==> src/rtl/pipe_hilo_pkg.sv <==
// Shared types and constants for the HI/LO multiply/divide unit.
package pipe_hilo_pkg;

  localparam int XLEN       = 32;
  localparam int DIV_CYCLES = 32;
  localparam int CNT_W      = $clog2(DIV_CYCLES);

  typedef enum logic [2:0] {
    OP_MULT  = 3'b000,
    OP_MULTU = 3'b001,
    OP_DIV   = 3'b010,
    OP_DIVU  = 3'b011,
    OP_MTHI  = 3'b100,
    OP_MTLO  = 3'b101
  } op_e;

  typedef enum logic [1:0] {
    ST_IDLE,
    ST_DIV,
    ST_FIXUP
  } state_e;

  // Two's-complement negate when neg is set; used for abs() and sign fixup.
  function automatic logic [XLEN-1:0] cond_neg(input logic neg, input logic [XLEN-1:0] v);
    return neg ? (~v + 1'b1) : v;
  endfunction

endpackage

==> src/rtl/pipe_div_iter.sv <==
// Unsigned restoring divider core: one quotient bit per cycle, MSB first.
module pipe_div_iter
  import pipe_hilo_pkg::*;
#(
  parameter int WIDTH = 32
) (
  input  logic             clk,
  input  logic             reset,
  input  logic             i_load,
  input  logic             i_flush,
  input  logic [WIDTH-1:0] i_dividend,
  input  logic [WIDTH-1:0] i_divisor,
  output logic             o_last,
  output logic [WIDTH-1:0] o_quo,
  output logic [WIDTH-1:0] o_rem
);

  logic             r_active;
  logic [CNT_W-1:0] r_cnt;
  logic [WIDTH-1:0] r_rem;
  logic [WIDTH-1:0] r_quo;
  logic [WIDTH-1:0] r_div;

  logic [WIDTH:0]   w_shift;
  logic [WIDTH:0]   w_diff;
  logic             w_fit;

  // Partial remainder shifted left by one with the next dividend bit; subtract
  // the divisor and keep the difference only when it does not borrow.
  assign w_shift = {r_rem, r_quo[WIDTH-1]};
  assign w_diff  = w_shift - {1'b0, r_div};
  assign w_fit   = ~w_diff[WIDTH];

  assign o_last = r_active && (r_cnt == CNT_W'(DIV_CYCLES - 1));
  assign o_quo  = r_quo;
  assign o_rem  = r_rem;

  // NOTE: the datapath registers are plain flops, not a memory array, so they
  // are all cleared by reset and a divide aborted by reset leaves no residue.
  always_ff @(posedge clk or negedge reset) begin
    if (!reset) begin
      r_active <= 1'b0;
      r_cnt    <= '0;
      r_rem    <= '0;
      r_quo    <= '0;
      r_div    <= '0;
    end else if (i_flush) begin
      r_active <= 1'b0;
      r_cnt    <= '0;
    end else if (i_load) begin
      // NOTE: non-blocking assignments here, so every register in this block
      // samples pre-edge values regardless of statement order.
      r_active <= 1'b1;
      r_cnt    <= '0;
      r_rem    <= '0;
      r_quo    <= i_dividend;
      r_div    <= i_divisor;
    end else if (r_active) begin
      r_rem <= w_fit ? w_diff[WIDTH-1:0] : w_shift[WIDTH-1:0];
      r_quo <= {r_quo[WIDTH-2:0], w_fit};
      r_cnt <= r_cnt + 1'b1;
      if (o_last) begin
        r_active <= 1'b0;
      end
    end
  end

endmodule

==> src/rtl/pipe_hilo_unit.sv <==
// MIPS-style HI/LO unit: single-cycle MULT/MULTU/MTHI/MTLO, 34-cycle DIV/DIVU.
module pipe_hilo_unit
  import pipe_hilo_pkg::*;
#(
  parameter int WIDTH = 32
) (
  input  logic             clk,
  input  logic             reset,
  input  logic             Start,
  input  logic [2:0]       Op,
  input  logic [WIDTH-1:0] SrcA,
  input  logic [WIDTH-1:0] SrcB,
  input  logic             Flush,
  output logic             Busy,
  output logic             Done,
  output logic [WIDTH-1:0] Hi,
  output logic [WIDTH-1:0] Lo
);

  state_e           r_state;
  state_e           w_state_nxt;
  op_e              w_op;

  logic             w_accept;
  logic             w_is_div;
  logic             w_is_signed_div;
  logic             w_load;
  logic             w_write_div;
  logic             w_write_now;
  logic             w_last;

  logic [2*WIDTH-1:0] w_a_ext;
  logic [2*WIDTH-1:0] w_b_ext;
  logic [2*WIDTH-1:0] w_prod;

  logic [WIDTH-1:0] w_dividend;
  logic [WIDTH-1:0] w_divisor;
  logic [WIDTH-1:0] w_quo;
  logic [WIDTH-1:0] w_rem;
  logic [WIDTH-1:0] w_quo_fix;
  logic [WIDTH-1:0] w_rem_fix;

  logic             r_neg_q;
  logic             r_neg_r;
  logic             r_b_zero;
  logic [WIDTH-1:0] r_raw_a;
  logic [WIDTH-1:0] r_hi;
  logic [WIDTH-1:0] r_lo;
  logic             r_done;

  assign w_op            = op_e'(Op);
  assign w_accept        = Start && !Flush && (r_state == ST_IDLE);
  assign w_is_div        = (w_op == OP_DIV) || (w_op == OP_DIVU);
  assign w_is_signed_div = (w_op == OP_DIV);
  assign w_write_now     = w_accept && ((w_op == OP_MULT) || (w_op == OP_MULTU) ||
                                        (w_op == OP_MTHI) || (w_op == OP_MTLO));

  // The low 2*WIDTH bits of a product are the same for signed and unsigned
  // operands once each operand is extended the right way.
  assign w_a_ext = (w_op == OP_MULT) ? {{WIDTH{SrcA[WIDTH-1]}}, SrcA} : {{WIDTH{1'b0}}, SrcA};
  assign w_b_ext = (w_op == OP_MULT) ? {{WIDTH{SrcB[WIDTH-1]}}, SrcB} : {{WIDTH{1'b0}}, SrcB};
  assign w_prod  = w_a_ext * w_b_ext;

  assign w_dividend = cond_neg(w_is_signed_div && SrcA[WIDTH-1], SrcA);
  assign w_divisor  = cond_neg(w_is_signed_div && SrcB[WIDTH-1], SrcB);

  pipe_div_iter #(
    .WIDTH(WIDTH)
  ) u_div (
    .clk       (clk),
    .reset     (reset),
    .i_load    (w_load),
    .i_flush   (Flush),
    .i_dividend(w_dividend),
    .i_divisor (w_divisor),
    .o_last    (w_last),
    .o_quo     (w_quo),
    .o_rem     (w_rem)
  );

  assign w_quo_fix = cond_neg(r_neg_q, w_quo);
  assign w_rem_fix = cond_neg(r_neg_r, w_rem);

  always_ff @(posedge clk or negedge reset) begin
    if (!reset) begin
      r_state <= ST_IDLE;
    end else begin
      r_state <= w_state_nxt;
    end
  end

  // NOTE: every output of this block gets a default first, so no branch can
  // leave one unassigned and infer a latch.
  always_comb begin
    w_state_nxt = r_state;
    w_load      = 1'b0;
    w_write_div = 1'b0;
    case (r_state)
      ST_IDLE: begin
        if (w_accept && w_is_div) begin
          w_state_nxt = ST_DIV;
          w_load      = 1'b1;
        end
      end
      ST_DIV: begin
        if (Flush) begin
          w_state_nxt = ST_IDLE;
        end else if (w_last) begin
          w_state_nxt = ST_FIXUP;
        end
      end
      ST_FIXUP: begin
        w_state_nxt = ST_IDLE;
        w_write_div = !Flush;
      end
      default: w_state_nxt = ST_IDLE;
    endcase
  end

  // Sign and zero-divisor context is captured with the operands, since SrcA
  // and SrcB are free to change while the divide runs.
  always_ff @(posedge clk or negedge reset) begin
    if (!reset) begin
      r_neg_q  <= 1'b0;
      r_neg_r  <= 1'b0;
      r_b_zero <= 1'b0;
      r_raw_a  <= '0;
    end else if (w_load) begin
      r_neg_q  <= w_is_signed_div && (SrcA[WIDTH-1] ^ SrcB[WIDTH-1]);
      r_neg_r  <= w_is_signed_div && SrcA[WIDTH-1];
      r_b_zero <= (SrcB == '0);
      r_raw_a  <= SrcA;
    end
  end

  always_ff @(posedge clk or negedge reset) begin
    if (!reset) begin
      r_hi   <= '0;
      r_lo   <= '0;
      r_done <= 1'b0;
    end else begin
      r_done <= w_write_now || w_write_div;
      if (w_accept) begin
        case (w_op)
          OP_MULT, OP_MULTU: {r_hi, r_lo} <= w_prod;
          OP_MTHI:           r_hi <= SrcA;
          OP_MTLO:           r_lo <= SrcA;
          default: ;
        endcase
      end else if (w_write_div) begin
        r_hi <= r_b_zero ? r_raw_a : w_rem_fix;
        r_lo <= r_b_zero ? '1      : w_quo_fix;
      end
    end
  end

  assign Busy = (r_state != ST_IDLE);
  assign Done = r_done;
  assign Hi   = r_hi;
  assign Lo   = r_lo;

endmodule

==> config.mk <==
export PLATFORM = sky130hd
export DESIGN_NAME = pipe_hilo_unit
export DESIGN_NICKNAME = d
export VERILOG_FILES = /design/src/rtl/pipe_hilo_pkg.sv /design/src/rtl/pipe_div_iter.sv /design/src/rtl/pipe_hilo_unit.sv
export SDC_FILE = /design/constraint.sdc
export NUM_CORES = 2
export LEC_CHECK = 0
export ABC_AREA = 1
export BUFFER_PORTS_ARGS = -buffer_cell sky130_fd_sc_hd__buf_2
export CAP_MARGIN = 20
export CORE_MARGIN = 5
export CORE_UTILIZATION = 25
export CTS_BUF_LIST = sky130_fd_sc_hd__clkbuf_8
export DETAILED_ROUTE_END_ITERATION = 7
export PLACE_DENSITY = 0.43
export SYNTH_ARGS = -nofsm -noshare
export SYNTH_HDL_FRONTEND = slang
export SYNTH_SLANG_ARGS = --single-unit
==> constraint.sdc <==
create_clock -name clk -period 2.9 [get_ports clk]
set_clock_uncertainty 0.2 [all_clocks]
set_input_delay 0.145 -clock clk [delete_from_list [all_inputs] [get_ports clk]]
set_output_delay 0.145 -clock clk [all_outputs]
set_load 0.01 [all_outputs]
; Yosys cells after proc, flatten, opt, wreduce, memory -nomap -nowiden
; Index checks and enable logic that the tools add are counted.
; Widths: inputs -> output; s select.
[word_totals]
ff_bits = 204
output_inout_bits = 66
word_cells = 99
[op_classes]
add_sub_neg = 6
n_mul = 1
n_eq_ne = 12
muxes = 33
bitwise_logic = 7
n_reduce_logical = 27
[ops]
columns = cell, n
row1 = $mux 32, 15
row2 = $add 32x1->32 const B, 4
row3 = $mux 64, 2
row4 = $not 32->32, 4
row5 = $pmux 32 s2, 2
row6 = $mul 64x64->64, 1
row7 = $sub 33x32->33, 1
row8 = $logic_not 32->1, 1
row9 = $mux 5, 3
row10 = $reduce_and 2->1, 5
row11 = $logic_and 1x1->1, 8
row12 = $mux 1, 7
row13 = $eq 3x2->1 const B, 2
row14 = $eq 3x3->1 const B, 2
row15 = $mux 2, 3
row16 = $ne 3x1->1 const B, 2
row17 = $reduce_bool 2->1, 3
row18 = $add 5x1->5 const B, 1
row19 = $eq 5x5->1 const B, 1
row20 = $logic_or 1x1->1, 5
row21 = $pmux 2 s2, 1
row22 = $eq 3x1->1 const B, 1
row23 = $logic_not 3->1, 1
row24 = $ne 3x2->1 const B, 1
row25 = other kinds (9), 10

; Depth between registers and ports, before layout
[depth]
word_depth = 8
ltp_mapped = 42

; By module
; Synthesis repeated with hierarchy kept, for this count alone.
[unflattened]
cells_unflattened = 8409
area_unflattened_um2 = 64927.3
[by_module_without_submodules]
columns = module, instances, cells_each, area_each_um2, seq_area_each_um2
row1 = pipe_hilo_unit, 1, 7293, 57670.3, 2552.4
row2 = pipe_div_iter, 1, 1116, 7257.0, 2552.4

; Worst setup path before layout
; No wires, ideal clock.
[synth_timing]
path_kind = input-to-reg
from = input port Op[0]
to = register r_hi[31] (netlist: Hi[31])
setup_ps = 122
arrival_ps = 8786
required_ps = 2578
slack_ps = -6209
path_stages = 34
path_buffers = 3
cell_sequence = nor2_1 > nand2_1 > buf_2 > buf_1 > buf_1 > nor2_1 > fa_1 > inv_1 > fa_1 > inv_1 > fa_1 > inv_1 > fa_1 > inv_1 > fa_1 > fa_1 > fa_1 > inv_1 > fa_1 > inv_1 > fa_1 > inv_1 > fa_1 > inv_1 > ha_1 > nand2_1 > nor3_1 > nand2_1 > nor4_1 > a21oi_1 > nand3_1 > nand3_1 > nand2_1 > a21oi_1
[synth_via]
elab_chain_cells = 5
word_cells_on_any_way = 11
cone_classes = mul (1) / eq/ne (3) / mux (4) / reduce/logical (3)
[synth_lines]
columns = item, line_no
row1 = "start, declared", pipe_hilo_unit.sv:10  ; input logic [2:0] Op,
row2 = $logic_not 3->1, "pipe_hilo_unit.sv:60, pipe_hilo_unit.sv:61, pipe_hilo_unit.sv:144"
row3 = $mux 64 (on tied branches), "pipe_hilo_unit.sv:60, pipe_hilo_unit.sv:61"
row4 = $mul 64x64->64, pipe_hilo_unit.sv:62  ; assign w_prod = w_a_ext * w_b_ext;
row5 = $pmux 32 s2, pipe_hilo_unit.sv:144  ; case (w_op)
row6 = $mux 32, pipe_hilo_unit.sv:143  ; if (w_accept) begin
row7 = "end signal, assigned", pipe_hilo_unit.sv:145  ; OP_MULT, OP_MULTU: {r_hi, r_lo} <= w_prod;
row8 = "end signal, assigned", pipe_hilo_unit.sv:146  ; OP_MTHI: r_hi <= SrcA;
row9 = "end signal, assigned", pipe_hilo_unit.sv:151  ; r_hi <= r_b_zero ? r_raw_a : w_rem_fix;
row10 = "end, declared", pipe_hilo_unit.sv:47  ; logic [WIDTH-1:0] r_hi;
; Several ways; a longest one is shown, not always the timed one.
; A chain may end at the register's enable or synchronous reset.

; Worst setup path after layout
[layout_timing]
from = input port Op[0]
to = register r_hi[10] (netlist: Hi[10])
; Same word-level chain as after synthesis.

==> impl_metrics.toml <==
[global_routing]
antenna_found_initial = 27
grt_max_degree = 84
grt_remaining_overflow = 0
grt_pass1_wl_mm = 423
via_count_of_the_first_global_routing_pass = 61000
overall_global_routing_resource_usage_pct = 21.8

[cts]
cts-htree-levels = 2
clockRootBuffer = "sky130_fd_sc_hd__clkbuf_8"
clk_latency_ns = 0.64
clock_sink_count = 204
cts_buffer_depth = 3
tritoncts = "yes"
clk_pin_slew_worst_paths_ns = 0.06
cts-buffers-inserted = 40

[route]
drt.antenna.violating_nets = 0
met1_length_mm = 129
met3_wirelength_mm = 12.5
drt_pre_antenna_iters = 7
detail_route.iter0.violations = 4058
route.top_layer_used = "met5"
totalWireLength_mm = 290
drt_drc_violations_left = 0
routed-wl-met2_mm = 138
via_per_inst = 4.48
via_count = 56500
routedWlPerCell_um = 23.0

[yosys]
yosysWarningCount = 0
netlist_area_um2 = 63900
avgSynthCellArea_um2 = 7.88
asyncSetResetFlopFracSynth_pct = 100
mappedNetlistNets = 9937
synthDistinctLibCells = 66
synth-seq-area-share_pct = 7.99
post_synthesis_cells = 8099
ys_seq_elements = 204
synth_edf_count = 0
synth_top_flop_cell = "sky130_fd_sc_hd__dfrtp_1"

[sta]
period_share_pct = 283
relSlewSlack_pct = 46.2
fin_worst_hold_slack_ns = 0.0392
timing.setup.tns_ns = -259.45
tightest_slew_ns = 0.802
finalMaxSlewViolations = 0
setup_repair_after_global_routing_missed_its_margin = "true"
fmaxAchievable_ghz = 0.122
setup-violations-final = 60
finalCriticalPeriod_ns = 8.20
postLayoutSetupSlackWorst_ns = -5.30
finalHoldViolCount = 0

[setup_path]
worstSetupEndpointType = "register"
cp_top_family = "adder cells"
crit_arrival_ns = 8.53
required_ns = 3.24
worstSetupStartpoint = "Op[0]"
crit_fanout = 8
worst_setup_path_start_kind = "input port"
critPathBufInv = 14
critical-path-top-cell-by-count = "sky130_fd_sc_hd__fa_1"
crit_slowest_cell = "sky130_fd_sc_hd__fa_1"
worst_r2r_startpoint = "u_div.o_rem[1]"
slowest_delay_ns = 0.55
timing.setup.critical_path_class = "in2reg"

[final_layout]
area_growth_pct = 33.1
final-instance-count-excl-fill = 12600
nNetsFinal = 11000
layout.cells.most_common = "sky130_fd_sc_hd__inv_1"
drive_above_1_share_pct = 25.3
mostFrequentLayoutCells = "2170 x sky130_fd_sc_hd__inv_1, 1584 x sky130_fd_sc_hd__nand2_1, 1309 x sky130_fd_sc_hd__fa_1"

[floorplanning]
core.rowCount = 185
floorplan.io_pins = 137
floorplan.die.width_um = 515
total_core_area_um2 = 254000
design.die.area_um2 = 266000
initial_utilization_pct = 25.1
die_h_um = 515

[run_status]
violated_checks = "setup timing"
outcome = "finished with violations"

[placement]
placedCellCount = 12400
port_buffers = 136
place.gp.congestion = 0.936
dp_hpwl_mm = 245
dp_worst_setup_slack_ns = -6.23

[hold_path]
worst_hold_path_type = "in2reg"
worst_hold_startpoint = "Op[0]"

[job]
drv.max_cap_violation_count = 0
worst register-to-register path, delay by kind of cell, from the launching register on:
kind / cells / cell delay [ns]
AND/OR/NAND/NOR: 5 / 0.90
XOR/XNOR: 1 / 0.21
flip-flops: 1 / 0.44
buffers and inverters: 2 / 0.30
AO/OA/AOI/OAI: 3 / 0.67
adder cells (fa/ha/maj): 1 / 0.16
cell type report:
| class | instances | area (um2) |
|---|---|---|
| Fill cell | 26900 | 169000 |
| Multi-Input combinational cell | 5221 | 52800 |
| Timing Repair Buffer | 1421 | 13400 |
| Inverter | 2315 | 8720 |
| Sequential cell | 204 | 5100 |
| Tap cell | 3366 | 4210 |
| Clock buffer | 49 | 674 |
| Clock inverter | 18 | 115 |
| Antenna cell | 14 | 35.0 |
sequential cells by signal, indices dropped and copies added (netlist names), 2 cells and up:
| signal | cells |
|---|---|
| Hi | 32 |
| Lo | 32 |
| r_raw_a | 32 |
| u_div.o_quo | 32 |
| u_div.o_rem | 32 |
| u_div.r_div | 32 |
| u_div.r_cnt | 5 |
| r_state | 2 |
final timing paths:
| kind | slack, ns | depth (start not counted) | to |
|---|---|---|---|
| setup / recovery | -5.30 | 38 | Hi[10] |
| hold / removal | 0.04 | 7 | Hi[3] |
| setup reg to reg | -0.10 | 12 | Hi[28] |
| hold reg to reg | 0.26 | 2 | Lo[4] |
| max in group asynchronous | 1.16 | 4 | Hi[28] |
| min in group asynchronous | 0.45 | 3 | Lo[22] |
repair_timing:
item	CTS	global route
endpoints found under the hold margin	267	0
cloned	16	2
gates resized for setup	718	267
pin swaps	288	206
setup endpoints to repair	71	134
hold buffers	12	0
buffers inserted	103	46
metal layers:
layer | vias to the layer above | GRT usage (%)
met3 | 275 | 1.54
met2 | 1451 | 37.2
li1 | 25700 | -
met1 | 29100 | 30.0
met5 | - | 0
met4 | 12 | 5.70
metrics by stage:
step / util [%] / instance area [um2]
final: 33.4 / 85000
after global routing: 33.4 / 85000
after CTS: 32.9 / 83600
after detailed placement: 30.9 / 78600
after global placement: 30.9 / 78600
after floorplan: - / 67000
cells by family (layout without fill, tap and decap cells):
family | Yosys count | after routing | share of synthesized area [%]
AOI/OAI and AO/OA | 810 | 810 | 7.14
buffers and inverters | 2674 | 3803 | 15.8
xor gates and xnor gates | 123 | 123 | 1.69
other | 0 | 14 | 0
and+or+nand+nor | 2521 | 2521 | 16.0
adders and majority gates | 1767 | 1767 | 51.3
DFF | 204 | 204 | 7.99
Yosys cell counts, drive strengths merged (30+ instances only):
cell type / n / share of area, %
xor2: 78 / 1.1
a31oi: 34 / 0.33
nor3: 63 / 0.53
nor2: 442 / 2.8
a21oi: 325 / 2.6
clkbuf: 231 / 1.4
inv: 2309 / 14
fa: 1420 / 45
nand2: 1725 / 10
dfrtp: 204 / 8.0
o21ai: 299 / 2.4
xnor2: 45 / 0.62
nand4: 30 / 0.29
buf: 128 / 0.88
ha: 347 / 6.8
nand3: 206 / 1.7
Power is not shown: default switching activity piles up to over one toggle a cycle in this logic, so the estimate is an artifact.
